`src/rtl/rgb_pwm_pkg.sv`:
```
// Shared constants, types and helpers for the RGB PWM controller.
package rgb_pwm_pkg;

  localparam int PWM_W = 8;

  localparam logic [2:0] ADDR_CTRL   = 3'd0;
  localparam logic [2:0] ADDR_DUTY0  = 3'd1;
  localparam logic [2:0] ADDR_DUTY1  = 3'd2;
  localparam logic [2:0] ADDR_DUTY2  = 3'd3;
  localparam logic [2:0] ADDR_PRESC  = 3'd4;
  localparam logic [2:0] ADDR_RATE   = 3'd5;
  localparam logic [2:0] ADDR_STATUS = 3'd6;

  localparam int CTRL_EN      = 0;
  localparam int CTRL_BREATHE = 1;

  // Direction of the breathing envelope; this is the envelope's whole
  // state machine and is visible to software through STATUS bit 8.
  typedef enum logic {
    DIR_UP   = 1'b0,
    DIR_DOWN = 1'b1
  } breathe_dir_e;

  // Scale a duty by the envelope level: 8x8 product, keep the top byte.
  function automatic logic [PWM_W-1:0] scale_duty(input logic [PWM_W-1:0] duty,
                                                  input logic [PWM_W-1:0] level);
    logic [2*PWM_W-1:0] prod;
    prod = duty * level;
    return prod[2*PWM_W-1:PWM_W];
  endfunction

endpackage

```
`src/rtl/rgb_pwm_ctrl_if.sv`:
```
// Peripheral bus seen by the RGB PWM controller.
// Handshake: an access happens on every clk edge where cs is high; cs & we
// is a write of din to register addr, cs & !we is a read whose data appears
// on dout one cycle later and is held until the next read. There is no
// wait state and no back-pressure.
interface rgb_pwm_ctrl_if;
  logic        cs;
  logic        we;
  logic [2:0]  addr;
  logic [31:0] din;
  logic [31:0] dout;

  modport master (output cs, output we, output addr, output din, input dout);
  modport slave  (input cs, input we, input addr, input din, output dout);
endinterface

```
`src/rtl/rgb_pwm_chan.sv`:
```
// One PWM channel: period-boundary duty shadow, optional envelope scaling
// and the registered compare that drives the LED driver input.
module rgb_pwm_chan
  import rgb_pwm_pkg::*;
(
  input  logic             clk,
  input  logic             reset_n,
  input  logic             i_en,
  input  logic             i_load,
  input  logic             i_breathe,
  input  logic [PWM_W-1:0] i_duty,
  input  logic [PWM_W-1:0] i_level,
  input  logic [PWM_W-1:0] i_cnt,
  output logic             o_pwm
);

  logic [PWM_W-1:0] r_shadow;
  logic             r_pwm;
  logic [PWM_W-1:0] w_eff;

  assign w_eff = i_breathe ? scale_duty(r_shadow, i_level) : r_shadow;
  assign o_pwm = r_pwm;

  // Shadow the duty at period boundaries and register the compare result.
  always_ff @(posedge clk or negedge reset_n) begin
    if (!reset_n) begin
      r_shadow <= '0;
      r_pwm    <= 1'b0;
    end else begin
      if (i_load) begin
        r_shadow <= i_duty;
      end
      r_pwm <= i_en & (i_cnt < w_eff);
    end
  end

endmodule

```
`src/rtl/rgb_pwm_ctrl.sv`:
```
// Memory-mapped 3-channel PWM controller for the RGB LED driver, with a
// tick prescaler, glitch-free duty updates and a triangular breathing
// envelope.
module rgb_pwm_ctrl
  import rgb_pwm_pkg::*;
#(
  parameter int PRESC_W = 16,
  parameter int RATE_W  = 8
) (
  input  logic                 clk,
  input  logic                 reset_n,
  rgb_pwm_ctrl_if.slave        bus,
  output logic [2:0]           pwm_o,
  output logic                 period_strobe
);

  logic               r_en;
  logic               r_breathe;
  logic [PWM_W-1:0]   r_duty [3];
  logic [PRESC_W-1:0] r_presc;
  logic [RATE_W-1:0]  r_rate;
  logic [31:0]        r_dout;

  logic [PRESC_W-1:0] r_pcnt;
  logic [PWM_W-1:0]   r_cnt;
  logic [RATE_W-1:0]  r_rcnt;
  logic [PWM_W-1:0]   r_level;
  breathe_dir_e       r_dir;
  logic               r_strobe;

  logic               w_tick;
  logic               w_wrap;
  logic               w_step;
  logic               w_shadow_load;
  logic [31:0]        w_rdata;
  logic [2:0]         w_pwm;

  // Counters only run while enabled, so tick is gated by en.
  assign w_tick        = r_en & (r_pcnt == r_presc);
  assign w_wrap        = w_tick & (r_cnt == {PWM_W{1'b1}});
  assign w_step        = w_wrap & r_breathe & (r_rcnt == r_rate);
  assign w_shadow_load = w_wrap | ~r_en;

  // Register writes.
  always_ff @(posedge clk or negedge reset_n) begin
    if (!reset_n) begin
      r_en      <= 1'b0;
      r_breathe <= 1'b0;
      r_duty[0] <= '0;
      r_duty[1] <= '0;
      r_duty[2] <= '0;
      r_presc   <= '0;
      r_rate    <= '0;
    end else if (bus.cs && bus.we) begin
      case (bus.addr)
        ADDR_CTRL: begin
          r_en      <= bus.din[CTRL_EN];
          r_breathe <= bus.din[CTRL_BREATHE];
        end
        ADDR_DUTY0: r_duty[0] <= bus.din[PWM_W-1:0];
        ADDR_DUTY1: r_duty[1] <= bus.din[PWM_W-1:0];
        ADDR_DUTY2: r_duty[2] <= bus.din[PWM_W-1:0];
        ADDR_PRESC: r_presc   <= bus.din[PRESC_W-1:0];
        ADDR_RATE:  r_rate    <= bus.din[RATE_W-1:0];
        default: ;
      endcase
    end
  end

  // Read data mux; unused bits and the reserved address read as zero.
  always_comb begin
    w_rdata = '0;
    case (bus.addr)
      ADDR_CTRL: begin
        w_rdata[CTRL_EN]      = r_en;
        w_rdata[CTRL_BREATHE] = r_breathe;
      end
      ADDR_DUTY0:  w_rdata[PWM_W-1:0]   = r_duty[0];
      ADDR_DUTY1:  w_rdata[PWM_W-1:0]   = r_duty[1];
      ADDR_DUTY2:  w_rdata[PWM_W-1:0]   = r_duty[2];
      ADDR_PRESC:  w_rdata[PRESC_W-1:0] = r_presc;
      ADDR_RATE:   w_rdata[RATE_W-1:0]  = r_rate;
      ADDR_STATUS: begin
        w_rdata[PWM_W-1:0] = r_level;
        w_rdata[PWM_W]     = (r_dir == DIR_DOWN);
      end
      default: ;
    endcase
  end

  // Registered read port: capture on a read, hold otherwise.
  always_ff @(posedge clk or negedge reset_n) begin
    if (!reset_n) begin
      r_dout <= '0;
    end else if (bus.cs && !bus.we) begin
      r_dout <= w_rdata;
    end
  end

  // Prescaler, PWM counter and breathing-rate counter. A PRESC written
  // below the running pcnt lets pcnt roll over at its width before ticking.
  always_ff @(posedge clk or negedge reset_n) begin
    if (!reset_n) begin
      r_pcnt   <= '0;
      r_cnt    <= '0;
      r_rcnt   <= '0;
      r_strobe <= 1'b0;
    end else begin
      r_strobe <= w_wrap;
      if (!r_en) begin
        r_pcnt <= '0;
        r_cnt  <= '0;
        r_rcnt <= '0;
      end else begin
        r_pcnt <= w_tick ? '0 : r_pcnt + 1'b1;
        if (w_tick) begin
          r_cnt <= r_cnt + 1'b1;
        end
        if (w_wrap && r_breathe) begin
          r_rcnt <= (r_rcnt == r_rate) ? '0 : r_rcnt + 1'b1;
        end
      end
    end
  end

  // Triangular envelope: the turn-around step flips direction instead of
  // moving the level, giving 512 steps per full cycle.
  always_ff @(posedge clk or negedge reset_n) begin
    if (!reset_n) begin
      r_level <= '0;
      r_dir   <= DIR_UP;
    end else if (w_step) begin
      if (r_dir == DIR_UP) begin
        if (r_level == {PWM_W{1'b1}}) r_dir <= DIR_DOWN;
        else                          r_level <= r_level + 1'b1;
      end else begin
        if (r_level == '0) r_dir <= DIR_UP;
        else               r_level <= r_level - 1'b1;
      end
    end
  end

  for (genvar g = 0; g < 3; g++) begin : g_chan
    rgb_pwm_chan u_chan (
      .clk       (clk),
      .reset_n   (reset_n),
      .i_en      (r_en),
      .i_load    (w_shadow_load),
      .i_breathe (r_breathe),
      .i_duty    (r_duty[g]),
      .i_level   (r_level),
      .i_cnt     (r_cnt),
      .o_pwm     (w_pwm[g])
    );
  end

  assign pwm_o         = w_pwm;
  assign period_strobe = r_strobe;
  assign bus.dout      = r_dout;

endmodule

```
`src/flat_wrapper.sv`:
```
// flat-port wrapper written by rule: the top's interface ports become plain ports
module rgb_pwm_ctrl_flat import rgb_pwm_pkg::*;
#(
  parameter int PRESC_W = 16,
  parameter int RATE_W  = 8
)
  (clk, reset_n, pwm_o, period_strobe, bus_cs, bus_we, bus_addr, bus_din, bus_dout);
  rgb_pwm_ctrl_if bus_i ();
  input  logic clk;
  input  logic reset_n;
  output logic [2:0] pwm_o;
  output logic period_strobe;
  input wire logic [$bits(bus_i.cs)-1:0] bus_cs;
  input wire logic [$bits(bus_i.we)-1:0] bus_we;
  input wire logic [$bits(bus_i.addr)-1:0] bus_addr;
  input wire logic [$bits(bus_i.din)-1:0] bus_din;
  output wire logic [$bits(bus_i.dout)-1:0] bus_dout;
  assign bus_i.cs = bus_cs;
  assign bus_i.we = bus_we;
  assign bus_i.addr = bus_addr;
  assign bus_i.din = bus_din;
  assign bus_dout = bus_i.dout;
  rgb_pwm_ctrl #(.PRESC_W(PRESC_W), .RATE_W(RATE_W)) u_core (.clk(clk), .reset_n(reset_n), .bus(bus_i), .pwm_o(pwm_o), .period_strobe(period_strobe));
endmodule
```
`config.mk`:
```
export PLATFORM = sky130hd
export DESIGN_NAME = rgb_pwm_ctrl_flat
export DESIGN_NICKNAME = d
export VERILOG_FILES = /design/src/rtl/rgb_pwm_pkg.sv /design/src/rtl/rgb_pwm_ctrl_if.sv /design/src/rtl/rgb_pwm_chan.sv /design/src/rtl/rgb_pwm_ctrl.sv /design/src/flat_wrapper.sv
export SDC_FILE = /design/constraint.sdc
export NUM_CORES = 1
export LEC_CHECK = 0
export ABC_AREA = 0
export CORE_ASPECT_RATIO = 0.9
export CORE_MARGIN = 3
export CORE_UTILIZATION = 25
export CTS_BUF_LIST = sky130_fd_sc_hd__clkbuf_4 sky130_fd_sc_hd__clkbuf_8 sky130_fd_sc_hd__clkbuf_16
export DETAILED_ROUTE_END_ITERATION = 6
export GPL_TIMING_DRIVEN = 1
export PLACE_DENSITY_LB_ADDON = 0.15
export SLEW_MARGIN = 20
export SYNTH_ARGS = -nofsm -noshare
export SYNTH_HDL_FRONTEND = slang
export SYNTH_SLANG_ARGS = --single-unit
```
`constraint.sdc`:
```
create_clock -name clk -period 6.1 [get_ports clk]
set_input_delay 1.83 -clock clk [delete_from_list [all_inputs] [get_ports clk]]
set_output_delay 1.83 -clock clk [all_outputs]
set_load 0.02 [all_outputs]
```
==> metrics.txt <==
top cells by area, synth dfrtp_1, fa_1, ha_1; first-pass GRT wire length about 59000 um; largest area contributor in the netlist dfrtp_1; Max-cap violations 0; I/O Buffers 42; Die Height around 220 um; WP buf/inv 4; register bit count reported by yosys 135; most common cell after layout, fill and taps aside and2_1; wire length per cell between 15 and 20 um; All-Layer GR Usage between 10% and 20%; fin crit share between 90% and 100%; TritonCTS clock tree built; delay-heaviest family, CP adder cells; I/O pin count 75; final hold vios 0; worst clock skew between 15 and 20 ps; CP arrival roughly 6200 ps; Post-Syn Instances roughly 1.3k; Antenna Cells 0; hpwl dp between 20000 and 30000 um; hold-critical path depth 2; clk buf depth 2; Core Region 52000 sq um; vias in the first global route about 10k; syn avg cell area 9.86 sq um; number of synthesized flops with an enable pin 0; max-slew violations 0; highest clock rate 172 MHz; pin count of the biggest net entering global routing ~100; mapped cell area approximately 13000 sq um; Placer Congestion 0.760; Via density 4.49; VDD IR max about 0.00017 V; # fillers 5538; CP max stage cell dfrtp_1; Hold-fix buffers, CTS 0; Worst-path clk slew about 70 ps; Root Buffer Master clkbuf_16; RSZ-0062 raised after global routing no; Num Clock Sinks 135; dpl ws between 100 and 150 ps; Critical Path Stages 22; Main synth FF type dfrtp_1; Worst-Margin Slew approximately 990 ps; H-tree level count 4; met3 routed WL between 600 and 700 um; Worst EP required around 6500 ps; top routing layer in use met4; fraction of layout cells with a size suffix above 1 ~13%; total CTS buffers 17; worst setup margin about 270 ps; Startpoint Class flop; Critical Path End Type flop; clock latency on the worst-skew pair about 430 ps; min Tclk post-route between 5000 and 6000 ps; Slew headroom between 30 and 40%; WL final between 30000 and 40000 um; Starting Density between 20% and 30%; most frequent cells in the layout and2_1, inv_1, dfrtp_1; setup_tns 0 ps; cell area power density 207 nW/um^2; most frequent CP cell nand2_1; Die X between 200 and 250 um; initial antenna violation count 0; R2R depth 22; wl on met1 between 15000 and 20000 um; outcome finished, final reports clean; Crit Path Category reg2reg; routed vias 9440; Synth async-reset ratio between 90% and 100%; number of routed nets with antenna violations 0; distinct cell type count of the synthesized netlist just over 70; crit-path cells buf_4, buf_4, and2_1, fa_1, inv_1, fa_1, inv_1, fa_1, ha_1, ha_1, nand2_1, nand2_1, a31o_2, a221o_1, xor2_1, mux2i_1, ha_1, a21o_1, a211oi_1, nand2_1, a211o_1, nand2_1; area delta synth->final 15.5%; # rows a little under 80; Min-Delay Path Class reg2reg; crit-path max cell delay 540 ps; Nets 1677; leakage power 7.59 nW; met2 WL roughly 17000 um; die area roughly 56000 sq um; Storage cell area around 3400 sq um; total grt overflow 0; crit-path max FO 9; Remaining DRCs 0; Synth top area share approximately a quarter; sequential element share of the synthesized area 25.6%; YS warnings 0; Multi-input gate area 8990 sq um; first drt pass iteration count 4; setup violators final 0; initial DRC count between 400 and 500
==> tightest hold or removal path, stage by stage, from the launching register on <==
cell and delay [ps]:
dfrtp_1 350, nand2_1 50, o21ai_0 60
==> state kept, by name (all words and copies together) (netlist names) <==
signal,count
u_core.bus.dout,16
u_core.g_chan.u_chan.o_pwm,3
u_core.g_chan.u_chan.r_shadow,24
u_core.period_strobe,1
u_core.r_breathe,1
u_core.r_cnt,8
u_core.r_dir,1
u_core.r_duty,24
u_core.r_en,1
u_core.r_level,8
u_core.r_pcnt,16
u_core.r_presc,16
u_core.r_rate,8
u_core.r_rcnt,8
==> cells by family (layout without fill, tap and decap cells) <==
logic type | after synthesis | in the layout | synth area share [%]
fa+ha+maj | 235 | 235 | 28.3
flops | 135 | 135 | 25.6
xor+xnor | 70 | 70 | 4.64
mux | 117 | 117 | 9.72
other cells | 1 | 16 | 0.0284
compound gates | 147 | 147 | 7.43
buf+inv | 218 | 278 | 6.97
simple gates | 418 | 418 | 17.4
==> repair_timing <==
| item | CTS | global route |
|---|---|---|
| setup endpoints to repair | 0 | 3 |
| resized for setup | 0 | 5 |
| setup buffers | 0 | 0 |
==> power breakdown <==
group	internal, mW	switching, mW	leakage (nW)	total [mW]
clock	0.622	0.466	0.303	1.09
combinational	0.344	0.395	5.55	0.740
sequential	1.06	0.271	1.74	1.33
==> final timing paths <==
kind                               startpoint                             to  slack (ps)
setup / recovery            u_core.r_level[5]  u_core.g_chan[0].u_chan.o_pwm         270
hold / removal             u_core.bus.dout[0]             u_core.bus.dout[0]         490
setup reg to reg            u_core.r_level[5]  u_core.g_chan[0].u_chan.o_pwm         270
hold reg to reg            u_core.bus.dout[0]             u_core.bus.dout[0]         490
max in group asynchronous             reset_n              u_core.r_level[7]        3470
min in group asynchronous             reset_n              u_core.r_pcnt[12]        1530
==> cell type report <==
cell class / instances / area share [%]
Clock buffer: 17 / 2.79
Clock inverter: 15 / 1.23
Inverter: 145 / 3.56
Multi-Input combinational cell: 1003 / 58.9
Sequential cell: 135 / 22.2
Tap cell: 688 / 5.64
Timing Repair Buffer: 101 / 5.74
==> per-layer routing <==
metal,global-route usage [%],vias up
li1,-,4592
met1,20.2,4739
met2,22.0,93
met3,1.60,16
met4,1.83,0
met5,0,-
==> metrics by stage <==
stage / total power, mW / util (%) / cells / instance area (sq um) / hold WS, ps
3_5_place_dp: 2.10 / 28.2 / 2072 / 14600 / 485
6_report: 3.16 / 29.4 / 2104 / 15300 / 493
3_3_place_gp: 2.09 / 28.2 / 2072 / 14600 / 480
4_1_cts: 3.20 / 29.3 / 2104 / 15300 / 502
2_1_floorplan: 1.69 / - / 1356 / 13300 / 481
5_1_grt: 3.35 / 29.4 / 2104 / 15300 / 514
==> synth_stat cells (4+ instances only) <==
library cell,count
a22o_1,8
nand2_1,91
o221ai_1,6
o21ai_0,30
nand4_1,18
and2_1,161
buf_4,20
o21bai_1,4
xor2_1,30
nor2_1,54
buf_1,4
ha_1,129
mux2_2,72
buf_2,4
clkbuf_1,42
nand2b_1,4
nor3_1,12
mux2_1,9
fa_1,106
a21oi_1,31
nor2b_1,7
xnor2_1,40
nor4_1,7
and3_1,12
nand3_1,22
or3_1,6
mux2i_1,35
a31oi_1,5
a21o_1,16
o21a_1,7
dfrtp_1,135
inv_1,145
a211oi_1,9
No activity file was read; power rests on OpenSTA's default activity.
